--- config.mk ---
export PLATFORM = sky130hd
export DESIGN_NAME = sar_bit_register_flat
export DESIGN_NICKNAME = d
export VERILOG_FILES = /design/src/rtl/sar_bit_register_if.sv /design/src/rtl/sar_bit_register.sv /design/src/flat_wrapper.sv
export SDC_FILE = /design/constraint.sdc
export NUM_CORES = 1
export LEC_CHECK = 0
export CAP_MARGIN = 5
export CORE_AREA = 2 2 55 57
export DETAILED_ROUTE_END_ITERATION = 8
export DIE_AREA = 0 0 57 59
export PLACE_DENSITY = 0.74
export SETUP_SLACK_MARGIN = 0.5
export SLEW_MARGIN = 20
export SYNTH_ARGS = -nofsm -noshare
export SYNTH_HDL_FRONTEND = slang
export SYNTH_SLANG_ARGS = --single-unit
--- constraint.sdc ---
create_clock -name clk -period 2.2 [get_ports clk]
set_clock_uncertainty 0.15 [all_clocks]
set_input_delay 0.22 -clock clk [delete_from_list [all_inputs] [get_ports clk]]
set_output_delay 0.22 -clock clk [all_outputs]
set_load 0.005 [all_outputs]
--- src/rtl/sar_bit_register_if.sv ---
// Bus between the SAR datapath and its environment (control, sequencer, DAC, comparator).
// Latency: n/a (wires only).
// Backpressure: none; start is a level request sampled when idle, done is a 1-cycle pulse.
//
// Signals:
//   start      request a conversion (sampled only when idle)
//   phase      one-hot sequencer state: 001 SET, 010 VALIDATE, 100 ADVANCE
//   comp_in    asynchronous comparator output, 1 = Vin >= Vdac
//   seq_enable step strobe to the sequencer
//   seq_clear  1-cycle active-high clear to the sequencer
//   dac_code   trial code to the R2R ladder
//   result     last completed conversion
//   busy       conversion in progress
//   done       1-cycle pulse when result updates
//   phase_err  sticky illegal-phase flag
interface sar_bit_register_if #(
  parameter int WIDTH = 8
);
  logic             start;
  logic [2:0]       phase;
  logic             comp_in;
  logic             seq_enable;
  logic             seq_clear;
  logic [WIDTH-1:0] dac_code;
  logic [WIDTH-1:0] result;
  logic             busy;
  logic             done;
  logic             phase_err;

  // Environment side: requests conversions, supplies phase and comparator.
  modport master (
    output start, phase, comp_in,
    input  seq_enable, seq_clear, dac_code, result, busy, done, phase_err
  );

  // Datapath side.
  modport slave (
    input  start, phase, comp_in,
    output seq_enable, seq_clear, dac_code, result, busy, done, phase_err
  );
endinterface

--- src/rtl/sar_bit_register.sv ---
// Successive-approximation datapath: trial code, comparator sync, bit index, result; paces the sequencer.
// Latency: 3*WIDTH sequencer steps of DIV clocks; done pulses 3*WIDTH*DIV+1 cycles after start is accepted.
// Backpressure: start is ignored while busy; outputs are never stalled.
//
// Ports:
//   clk    rising-edge clock
//   reset  synchronous, active-low; clears all state, including mid-conversion
//   bus    sar_bit_register_if slave modport (start/phase/comp_in in; sequencer, DAC and status out)
module sar_bit_register #(
  parameter int WIDTH = 8,
  parameter int DIV   = 4
) (
  input  logic                clk,
  input  logic                reset,
  sar_bit_register_if.slave   bus
);

  localparam int IW = $clog2(WIDTH);
  localparam int CW = $clog2(DIV);
  localparam logic [IW-1:0] IDX_TOP  = IW'(WIDTH - 1);
  localparam logic [CW-1:0] CNT_LAST = CW'(DIV - 1);

  logic             sync1_q, sync1_d;
  logic             comp_s_q, comp_s_d;
  logic             busy_q, busy_d;
  logic             done_q, done_d;
  logic             seq_clear_q, seq_clear_d;
  logic             phase_err_q, phase_err_d;
  logic [WIDTH-1:0] dac_code_q, dac_code_d;
  logic [WIDTH-1:0] result_q, result_d;
  logic [IW-1:0]    idx_q, idx_d;
  logic [CW-1:0]    cnt_q, cnt_d;
  logic             step;

  // One step every DIV clocks; the gap covers the 2-flop comparator sync and ladder settling.
  assign step = busy_q && (cnt_q == CNT_LAST);

  always_comb begin
    sync1_d     = bus.comp_in;
    comp_s_d    = sync1_q;
    busy_d      = busy_q;
    done_d      = 1'b0;
    seq_clear_d = 1'b0;
    phase_err_d = phase_err_q;
    dac_code_d  = dac_code_q;
    result_d    = result_q;
    idx_d       = idx_q;
    cnt_d       = cnt_q;

    if (!busy_q) begin
      if (bus.start) begin
        busy_d      = 1'b1;
        dac_code_d  = '0;
        idx_d       = IDX_TOP;
        cnt_d       = '0;
        phase_err_d = 1'b0;
        seq_clear_d = 1'b1;
      end
    end else begin
      cnt_d = (cnt_q == CNT_LAST) ? '0 : cnt_q + CW'(1);
      if (step) begin
        case (bus.phase)
          3'b001: dac_code_d[idx_q] = 1'b1;
          3'b010: if (!comp_s_q) dac_code_d[idx_q] = 1'b0;
          3'b100: begin
            if (idx_q != '0) begin
              idx_d = idx_q - IW'(1);
            end else begin
              result_d = dac_code_q;
              busy_d   = 1'b0;
              done_d   = 1'b1;
              cnt_d    = '0;
            end
          end
          // Non-one-hot phase: abandon the conversion, keep result and trial code.
          default: begin
            phase_err_d = 1'b1;
            busy_d      = 1'b0;
          end
        endcase
      end
    end
  end

  always_ff @(posedge clk) begin
    if (!reset) begin
      sync1_q     <= 1'b0;
      comp_s_q    <= 1'b0;
      busy_q      <= 1'b0;
      done_q      <= 1'b0;
      seq_clear_q <= 1'b0;
      phase_err_q <= 1'b0;
      dac_code_q  <= '0;
      result_q    <= '0;
      idx_q       <= IDX_TOP;
      cnt_q       <= '0;
    end else begin
      sync1_q     <= sync1_d;
      comp_s_q    <= comp_s_d;
      busy_q      <= busy_d;
      done_q      <= done_d;
      seq_clear_q <= seq_clear_d;
      phase_err_q <= phase_err_d;
      dac_code_q  <= dac_code_d;
      result_q    <= result_d;
      idx_q       <= idx_d;
      cnt_q       <= cnt_d;
    end
  end

  assign bus.seq_enable = step;
  assign bus.seq_clear  = seq_clear_q;
  assign bus.dac_code   = dac_code_q;
  assign bus.result     = result_q;
  assign bus.busy       = busy_q;
  assign bus.done       = done_q;
  assign bus.phase_err  = phase_err_q;

endmodule

--- src/flat_wrapper.sv ---
// flat-port wrapper written by rule: the top's interface ports become plain ports
module sar_bit_register_flat 
#(
  parameter int WIDTH = 8,
  parameter int DIV   = 4
)
  (clk, reset, bus_start, bus_phase, bus_comp_in, bus_seq_enable, bus_seq_clear, bus_dac_code, bus_result, bus_busy, bus_done, bus_phase_err);
  sar_bit_register_if #(.WIDTH(WIDTH)) bus_i ();
  input  logic clk;
  input  logic reset;
  input wire logic [$bits(bus_i.start)-1:0] bus_start;
  input wire logic [$bits(bus_i.phase)-1:0] bus_phase;
  input wire logic [$bits(bus_i.comp_in)-1:0] bus_comp_in;
  output wire logic [$bits(bus_i.seq_enable)-1:0] bus_seq_enable;
  output wire logic [$bits(bus_i.seq_clear)-1:0] bus_seq_clear;
  output wire logic [$bits(bus_i.dac_code)-1:0] bus_dac_code;
  output wire logic [$bits(bus_i.result)-1:0] bus_result;
  output wire logic [$bits(bus_i.busy)-1:0] bus_busy;
  output wire logic [$bits(bus_i.done)-1:0] bus_done;
  output wire logic [$bits(bus_i.phase_err)-1:0] bus_phase_err;
  assign bus_i.start = bus_start;
  assign bus_i.phase = bus_phase;
  assign bus_i.comp_in = bus_comp_in;
  assign bus_seq_enable = bus_i.seq_enable;
  assign bus_seq_clear = bus_i.seq_clear;
  assign bus_dac_code = bus_i.dac_code;
  assign bus_result = bus_i.result;
  assign bus_busy = bus_i.busy;
  assign bus_done = bus_i.done;
  assign bus_phase_err = bus_i.phase_err;
  sar_bit_register #(.WIDTH(WIDTH), .DIV(DIV)) u_core (.clk(clk), .reset(reset), .bus(bus_i));
endmodule
## Yosys cells after proc, flatten, opt, wreduce, memory -nomap -nowiden

Cells that the tools add are included.

- Add/sub/neg operators: 2
- Multipliers: 0
- Div/mod/pow operators: 0
- Order comparisons: 2
- Equality and inequality tests: 10
- Shift operators: 0
- Muxes and demuxes: 28
- Bitwise gates (word level): 5
- Reduce and logical (&&, ||, !) cells: 12

Operator list:

| kind | number |
|---|---|
| two-way mux 8 bit | 4 |
| case mux 8 bit (2 select lines) | 1 |
| AND reduction 4 bit | 4 |
| two-way mux 3 bit | 5 |
| two-way mux 2 bit | 6 |
| two-way mux 1 bit | 10 |
| AND 8 bit | 1 |
| inequality test 2 bit (second input constant) | 4 |
| NOT 8 bit | 1 |
| bitwise OR 8 bit | 1 |
| inequality test 3 bit (second input constant) | 2 |
| < comparator 3 x 4 -> 1 bit (second input constant) | 1 |
| OR reduction 2 bit | 2 |
| demux 1 bit (select 3 bit) | 1 |
| equality test 3 x 1 -> 1 bit (second input constant) | 1 |
| equality test 3 x 2 -> 1 bit (second input constant) | 1 |
| equality test 3 bit (second input constant) | 1 |
| greater-or-equal comparator 3 x 1 -> 1 bit (second input constant) | 1 |
| AND reduction 3 bit | 1 |
| nonzero test 3 bit | 1 |
| OR reduction 3 bit | 1 |
| subtractor 3 x 1 -> 3 bit (second input constant) | 1 |
| adder 2 x 1 -> 2 bit (second input constant) | 1 |
| equality test 2 bit (second input constant) | 1 |
| 4 further kinds | 6 |

- Bits in registers: 27
- Bits in latches: 0
- RAM bits: 0
- ROM bits: 0
- Bits of input ports: 7
- Output and inout port bits: 21
- Word-level logic and storage cells: 69
- Memories: 0

## Logic depth before layout (Yosys ltp)

Gate-level depths: netlist of run 1.

- Depth after elaboration: 10
- Mapped depth: 8
- Depth with buffers taken out: 6

## Worst setup path before layout of run 1

OpenSTA, ideal clock, no wires.

- Path type: register -> register
- Start point: register u_core.idx_q[0]
- End point: register u_core.idx_q[2]
- Setup time: 0.134 ns
- Arrival time: 1.667 ns
- Required time: 1.916 ns
- Setup slack: 0.248 ns
- Cell stages (with the launch flop): 9
- Buffers on the path: 2
- Clock period less this slack: 1.952 ns
- Cells stage by stage: dfxtp_1 > clkbuf_1 > inv_1 > ha_1 > nand2b_1 > and3_1 > clkbuf_1 > and4_1 > o31ai_1

- Cells in the longest elaborated chain, start to end: 5
- Elaborated cells on any way between the ends: 8
- Classes of those cells: add/sub: 1; eq/ne: 1; mux: 4; reduce/logical: 2

Ends and longest elaborated chain:

| element | line | RTL |
|---|---|---|
| start, declared | sar_bit_register.sv:31 | `logic [IW-1:0] idx_q, idx_d;` |
| start signal, assigned | sar_bit_register.sv:106 | `idx_q <= idx_d;` |
| subtractor 3 x 1 -> 3 bit | sar_bit_register.sv:67 | `idx_d = idx_q - IW'(1);` |
| two-way mux 3 bit | sar_bit_register.sv:66 | `if (idx_q != '0) begin` |
| two-way mux 3 bit | sar_bit_register.sv:62 | `case (bus.phase)` |
| two-way mux 3 bit | sar_bit_register.sv:61 | `if (step) begin` |
| two-way mux 3 bit | sar_bit_register.sv:50 | `if (!busy_q) begin` |

Several ways; a longest one is shown, not always the timed one. The select of a mux whose other input is x is not followed.
A chain may end at the register's enable or synchronous reset.

## Worst setup path after layout of run 1

- Start point: register u_core.comp_s_q
- End point: register u_core.dac_code_q[2], in the netlist u_core.bus.dac_code[2]

- Cells in the longest elaborated chain, start to end: 2

Ends and longest elaborated chain:

| element | line | RTL |
|---|---|---|
| start, declared | sar_bit_register.sv:24 | `logic comp_s_q, comp_s_d;` |
| start signal, assigned | sar_bit_register.sv:99 | `comp_s_q <= comp_s_d;` |
| inequality test 3 bit (no line) | - |  |
| AND reduction 4 bit (no line) | - |  |
| end signal, assigned | sar_bit_register.sv:104 | `dac_code_q <= dac_code_d;` |
| end, declared | sar_bit_register.sv:29 | `logic [WIDTH-1:0] dac_code_q, dac_code_d;` |

No other way between the ends.

==> results.py, run 1 <==
metrics = {
    "outcome": {
        "status": "completed",
    },
    "grt": {
        "grt.total_usage": 0.183,
        "grt_pass1_wl_mm": 4.86,
        "overflow": 0,
        "antenna_found_initial": 0,
        "grt_max_degree": 18,
        "grt_pass1_vias": 1124,
    },
    "final_layout": {
        "utilization": 0.657,
        "area_growth_pct": 38.9,
        "final-seq-area_um2": 556,
        "nets": 185,
        "instances_no_fill": 205,
        "final_common_cell": "clkdlybuf4s50_1",
        "fillCellCount": 216,
        "drive_gt1_frac": 0.224,
        "n_antenna_cell": 0,
        "final_area_um2": 1780,
        "layout_common_cells": "24 x clkdlybuf4s50_1, 21 x dfxtp_1, 19 x nor2_1",
        "multi_input_area_um2": 746,
    },
    "placed_design": {
        "numPortBuffers": 27,
        "dp_worst_setup_slack_ns": 0.0514,
        "place_area_um2": 1630,
        "place.gp.congestion": 0.787,
        "place_hpwl_mm": 2.02,
        "place_inst": 196,
    },
    "detailed_routing": {
        "first_pass_iters": 4,
        "viasPerCell": 5.86,
        "dr.first_iter.drc_count": 66,
        "wirelength_mm": 3.00,
        "wl_per_cell_um": 14.6,
        "ant_nets": 0,
        "route.detailed.drc": 0,
        "vias": 1201,
    },
    "timing": {
        "setup_tns_ns": 0,
        "worstMarginPinSlew_ns": 0.404,
        "hold_viol": 0,
        "timing.hold.ws_ns": 0.272,
        "fin_ws_ns": 0.465,
        "setup_viol": 0,
        "period_needed_ns": 1.74,
        "relSlewSlack": 0.728,
        "fmax_ghz": 0.576,
        "rsz0062_at_grt": "yes",
        "slew_viol_final": 0,
        "fin_crit_sh": 0.789,
    },
    "pwr": {
        "p_per_area_nw_per_um2": 458,
        "power_frac_clock": 0.287,
        "fin_total_pwr_uw": 815,
        "ir_drop_uv": 359,
        "p_switching_uw": 208,
        "power_frac_comb": 0.101,
        "internal_power_uw": 607,
        "power_frac_seq": 0.612,
        "p_sw_frac": 0.256,
        "p_leak_nw": 0.663,
    },
    "synthesis": {
        "synthXorXnorAreaFrac": 0,
        "synth_cell_types": 39,
        "synth_ff_type": "dfxtp_1",
        "synth_compound_area_frac": 0.179,
        "synth_fp_nets": 149,
        "synthMuxAreaShare": 0.0781,
        "syn_area_um2": 1280,
        "ys_seq_elements": 27,
        "syn-mean-instance-area_um2": 9.22,
        "synth_edf_count": 0,
        "synth_top_family_by_area": "simple AND/OR/NAND/NOR gates",
        "synthCells": 139,
        "ys_async_sr_fraction": 0,
        "yosys.area_share.adder": 0.0293,
        "ys_seq_area_frac": 0.422,
        "synthSimpleGateAreaFrac": 0.248,
        "synth_warnings": 0,
    },
    "clocking": {
        "cts_htree_levels": 1,
        "clock_latency_ns": 0.34,
        "clkSinkCount": 27,
        "path_clk_slew_ns": 0.16,
        "root_buffer": "clkbuf_4",
        "cts_buffer_depth": 2,
        "cts_tree": "built",
        "cts_buffers": 3,
    },
    "setup_path": {
        "path_class": "reg2reg",
        "worstPathArrival_ns": 1.84,
        "worstPathRequired_ns": 2.31,
        "cp_max_fo": 6,
        "worstSetupEndpointType": "flop",
        "start_kind": "flop",
    },
    "floorplan": {
        "die_area_um2": 3360,
        "die_w_um": 57,
        "dieHeight_um": 59,
        "start_util": 0.473,
        "io_pins": 28,
        "std_cell_rows": 19,
        "core_um2": 2710,
    },
    "run": {
        "drv_cap": 0,
    },
    "worst_hold_path": {
        "holdCritPathClass": "in2reg",
    },
}
final timing paths:
path / startpoint / slack, ns / to / cells past startpoint
min reg2reg: u_core.comp_s_d$_SDFF_PN0_ / 0.31 / u_core.comp_s_q$_SDFF_PN0_ / 1
min: bus_phase[0] / 0.27 / u_core.bus.busy$_SDFF_PN0_ / 5
max: u_core.comp_s_q$_SDFF_PN0_ / 0.46 / u_core.bus.dac_code[2]$_SDFFE_PN0P_ / 5
max reg2reg: u_core.comp_s_q$_SDFF_PN0_ / 0.46 / u_core.bus.dac_code[2]$_SDFFE_PN0P_ / 5
flip-flops by register name, indices dropped and copies added (netlist names), 2 cells and up:
| signal | count |
|---|---|
| u_core.bus.dac_code | 8 |
| u_core.idx_q | 3 |
| u_core.bus.result | 8 |
| u_core.cnt_q | 2 |
cells in the mapped netlist, types with 3 or more instances:
cell,count,share of area
dfxtp_1,27,0.42
clkbuf_1,8,0.023
o21ai_1,6,0.023
and4_1,3,0.021
nor2_1,19,0.056
nand2_1,8,0.023
inv_1,4,0.012
o31ai_1,6,0.035
mux2i_1,10,0.078
nand2b_1,4,0.020
a21oi_1,4,0.016
ha_1,3,0.029
a32o_1,6,0.047
cell type report:
| class | instances | area share |
|---|---|---|
| flip-flops and latches | 27 | 0.312 |
| well taps | 31 | 0.0218 |
| repair buffers | 40 | 0.216 |
| clock inverters | 1 | 0.00492 |
| clock buffers | 3 | 0.0127 |
| inverters | 5 | 0.0134 |
| multi-input cells | 98 | 0.419 |
logic make-up after synthesis:
family                     Yosys count
DFF                                 27
buffers and inverters               14
adders and majority gates            3
and+or+nand+nor                     54
AOI/OAI and AO/OA                   31
muxes                               10
power groups by stage:
stage	registers [mW]	clock network, mW	logic [mW]
floorplan	0.508	0	0.0416
global placement	0.511	0	0.0736
detailed placement	0.511	0	0.0755
CTS	0.501	0.242	0.0789
global route	0.500	0.251	0.0889
finish	0.499	0.234	0.0820
worst max-delay path, stage by stage, from the launching register on:
cell and delay, ns:
dfxtp_1 0.34, or3b_4 0.38, a211oi_4 0.26, buf_4 0.19, o21ai_1 0.06, a32o_1 0.27
metal layers:
metal / routed length (um) / share of wire / track usage
met1: 1270 / 0.42 / 0.226
met2: 1450 / 0.48 / 0.314
met3: 188 / 0.063 / 0.0328
met4: 80 / 0.027 / 0.0797
met5: 0 / 0 / 0
timing repair:
action,4_1_cts,5_1_grt
gates cloned,1,0
setup endpoints to repair,18,20
buffers inserted,2,2
gates resized for setup,16,12
pin swaps,3,4
hold endpoints to repair,0,0
hold buffers,0,0
(Power assumes the default switching activity.)
==> run 2, diff against run 1 <==
--- a/config.mk
+++ b/config.mk
@@ -6,10 +6,10 @@
 export NUM_CORES = 1
 export LEC_CHECK = 0
 export CAP_MARGIN = 5
-export CORE_AREA = 2 2 55 57
+export CORE_AREA = 2 2 57 59
 export DETAILED_ROUTE_END_ITERATION = 8
-export DIE_AREA = 0 0 57 59
-export PLACE_DENSITY = 0.74
+export DIE_AREA = 0 0 59 61
+export PLACE_DENSITY = 0.72
 export SETUP_SLACK_MARGIN = 0.5
 export SLEW_MARGIN = 20
 export SYNTH_ARGS = -nofsm -noshare
==> constraint.sdc (replaced) <==
create_clock -name clk -period 1.46 [get_ports clk]
set_clock_uncertainty 0.15 [all_clocks]
set_input_delay 0.146 -clock clk [delete_from_list [all_inputs] [get_ports clk]]
set_output_delay 0.146 -clock clk [all_outputs]
set_load 0.005 [all_outputs]
==> run 2 against run 1 <==
The flow now finishes with violations (setup timing); via count rose by 7.2%; core utilization rose by 2.2 points; final area rose by 13%; worst hold slack got worse by 0.090 ns; wire length rose by 21%; combinational power rose by 100%; total power rose by 55%; clock power rose by 47%; die area rose by 7.0%; global-route usage rose by 3.5 points; sequential power rose by 51%.
==> results.py, run 2 (same netlist as run 1, synthesis figures left out) <==
metrics = {
    "pwr": {
        "ir_drop_uv": 361,
        "p_per_area_nw_per_um2": 629,
        "p_leak_nw": 0.875,
    },
    "final_layout": {
        "utilization": 0.679,
        "area_growth_pct": 56.4,
        "n_antenna_cell": 0,
        "drive_gt1_frac": 0.552,
        "instances_no_fill": 234,
        "multi_input_area_um2": 793,
        "fillCellCount": 251,
        "nets": 212,
        "final-seq-area_um2": 567,
        "final_common_cell": "buf_4",
        "layout_common_cells": "31 x buf_4, 21 x dfxtp_2, 17 x nor2_1",
    },
    "timing": {
        "fmax_ghz": 0.573,
        "fin_crit_sh": 1.20,
        "rsz0062_at_grt": "yes",
        "worstMarginPinSlew_ns": 0.312,
        "setup_viol": 20,
        "hold_viol": 0,
        "slew_viol_final": 0,
        "period_needed_ns": 1.75,
        "relSlewSlack": 0.792,
        "fin_ws_ns": -0.286,
    },
    "grt": {
        "globalRouteMet3Util": 0.0299,
        "grt_pass1_wl_mm": 5.93,
        "overflow": 0,
        "use_met1": 0.262,
        "antenna_found_initial": 0,
        "busiest_layer": "met2",
        "grt.total_usage": 0.218,
        "grt_max_degree": 17,
        "grt_pass1_vias": 1305,
        "met2_usage": 0.384,
    },
    "worst_hold_path": {
        "holdCritPathClass": "in2reg",
        "min-delay-start": "reset",
    },
    "detailed_routing": {
        "ant_nets": 0,
        "wirelength_mm": 3.63,
        "vias": 1288,
        "viasPerCell": 5.50,
        "dr.first_iter.drc_count": 56,
        "route.detailed.drc": 0,
        "first_pass_iters": 4,
        "wl_per_cell_um": 15.5,
    },
    "floorplan": {
        "std_cell_rows": 20,
        "die_w_um": 59,
        "die_area_um2": 3600,
        "start_util": 0.434,
        "dieHeight_um": 61,
        "io_pins": 28,
        "core_um2": 2950,
    },
    "setup_path": {
        "worstSetupEndpointType": "flop",
        "cp_top_family": "compound AO/OA/AOI/OAI gates",
        "path_class": "reg2reg",
        "critPathBufInv": 1,
        "worstPathCellList": "or3b_4 -> a211oi_2 -> buf_2 -> o21ai_1 -> a32o_1",
        "crit_slowest_cell": "or3b_4",
        "startpoint": "u_core.comp_s_q$_SDFF_PN0_",
        "cp_max_fo": 6,
        "critPathMaxStageDelay_ns": 0.37,
        "worstPathRequired_ns": 1.56,
        "worstPathArrival_ns": 1.84,
        "start_kind": "flop",
        "r2r-start": "u_core.comp_s_q$_SDFF_PN0_",
    },
    "clocking": {
        "clkSinkCount": 27,
        "clock_latency_ns": 0.34,
        "path_clk_slew_ns": 0.16,
        "cts_buffers": 3,
        "cts_htree_levels": 1,
        "cts_tree": "built",
        "cts_buffer_depth": 2,
        "root_buffer": "clkbuf_4",
    },
    "placed_design": {
        "place.gp.congestion": 0.856,
        "place_inst": 218,
        "numPortBuffers": 27,
        "dp_worst_setup_slack_ns": -0.584,
        "place_hpwl_mm": 2.48,
    },
    "outcome": {
        "violations": "setup timing",
        "status": "complete, but fails checks",
    },
    "run": {
        "drv_cap": 0,
    },
}
==> run 2: worst paths after layout <==
kind / cells past startpoint / slack (ns) / endpoint
setup / recovery: 5 / -0.29 / u_core.bus.dac_code[3]$_SDFFE_PN0P_
hold / removal: 3 / 0.18 / u_core.idx_q[2]$_SDFFE_PN1P_
setup reg to reg: 5 / -0.29 / u_core.bus.dac_code[3]$_SDFFE_PN0P_
hold reg to reg: 1 / 0.33 / u_core.comp_s_q$_SDFF_PN0_
==> run 2: worst min-delay path, cell delays in order <==
cell           delay, ns
dlygate4sd2_1       0.27
buf_4               0.16
o31ai_1             0.05
==> run 2: area by class of cell <==
type	count	area share
multi-input cells	98	0.396
flip-flops and latches	27	0.283
repair buffers	67	0.272
well taps	33	0.0206
inverters	5	0.0144
clock buffers	3	0.0112
clock inverters	1	0.00375
==> run 2: layer usage <==
layer / up-vias / share of wire
li1: 625 / -
met1: 610 / 0.43
met2: 45 / 0.49
met3: 8 / 0.053
met4: 0 / 0.021
met5: - / 0
==> run 2: where the power goes <==
group	total [mW]	switching [mW]	leakage (nW)	internal, mW
sequential	0.753	0.00683	0.227	0.746
clock	0.343	0.238	0.0139	0.105
combinational	0.165	0.0793	0.634	0.0858
==> run 2: metrics by stage <==
step,power [mW],setup TNS (ns),hold WS [ns],area [um2]
2_1_floorplan,0.835,-2.15,0.123,1360
3_3_place_gp,0.912,-9.31,0.277,1820
3_5_place_dp,0.916,-10.08,0.289,1820
4_1_cts,1.26,-2.53,0.170,1960
5_1_grt,1.31,-3.56,0.188,2000
6_report,1.26,-2.42,0.182,2000
==> run 2: what timing repair did <==
action	CTS	global route
endpoints found under the setup margin	46	46
cloned	1	0
pin swaps	9	12
hold buffers	0	0
gates resized for setup	124	9
buffers inserted	10	1
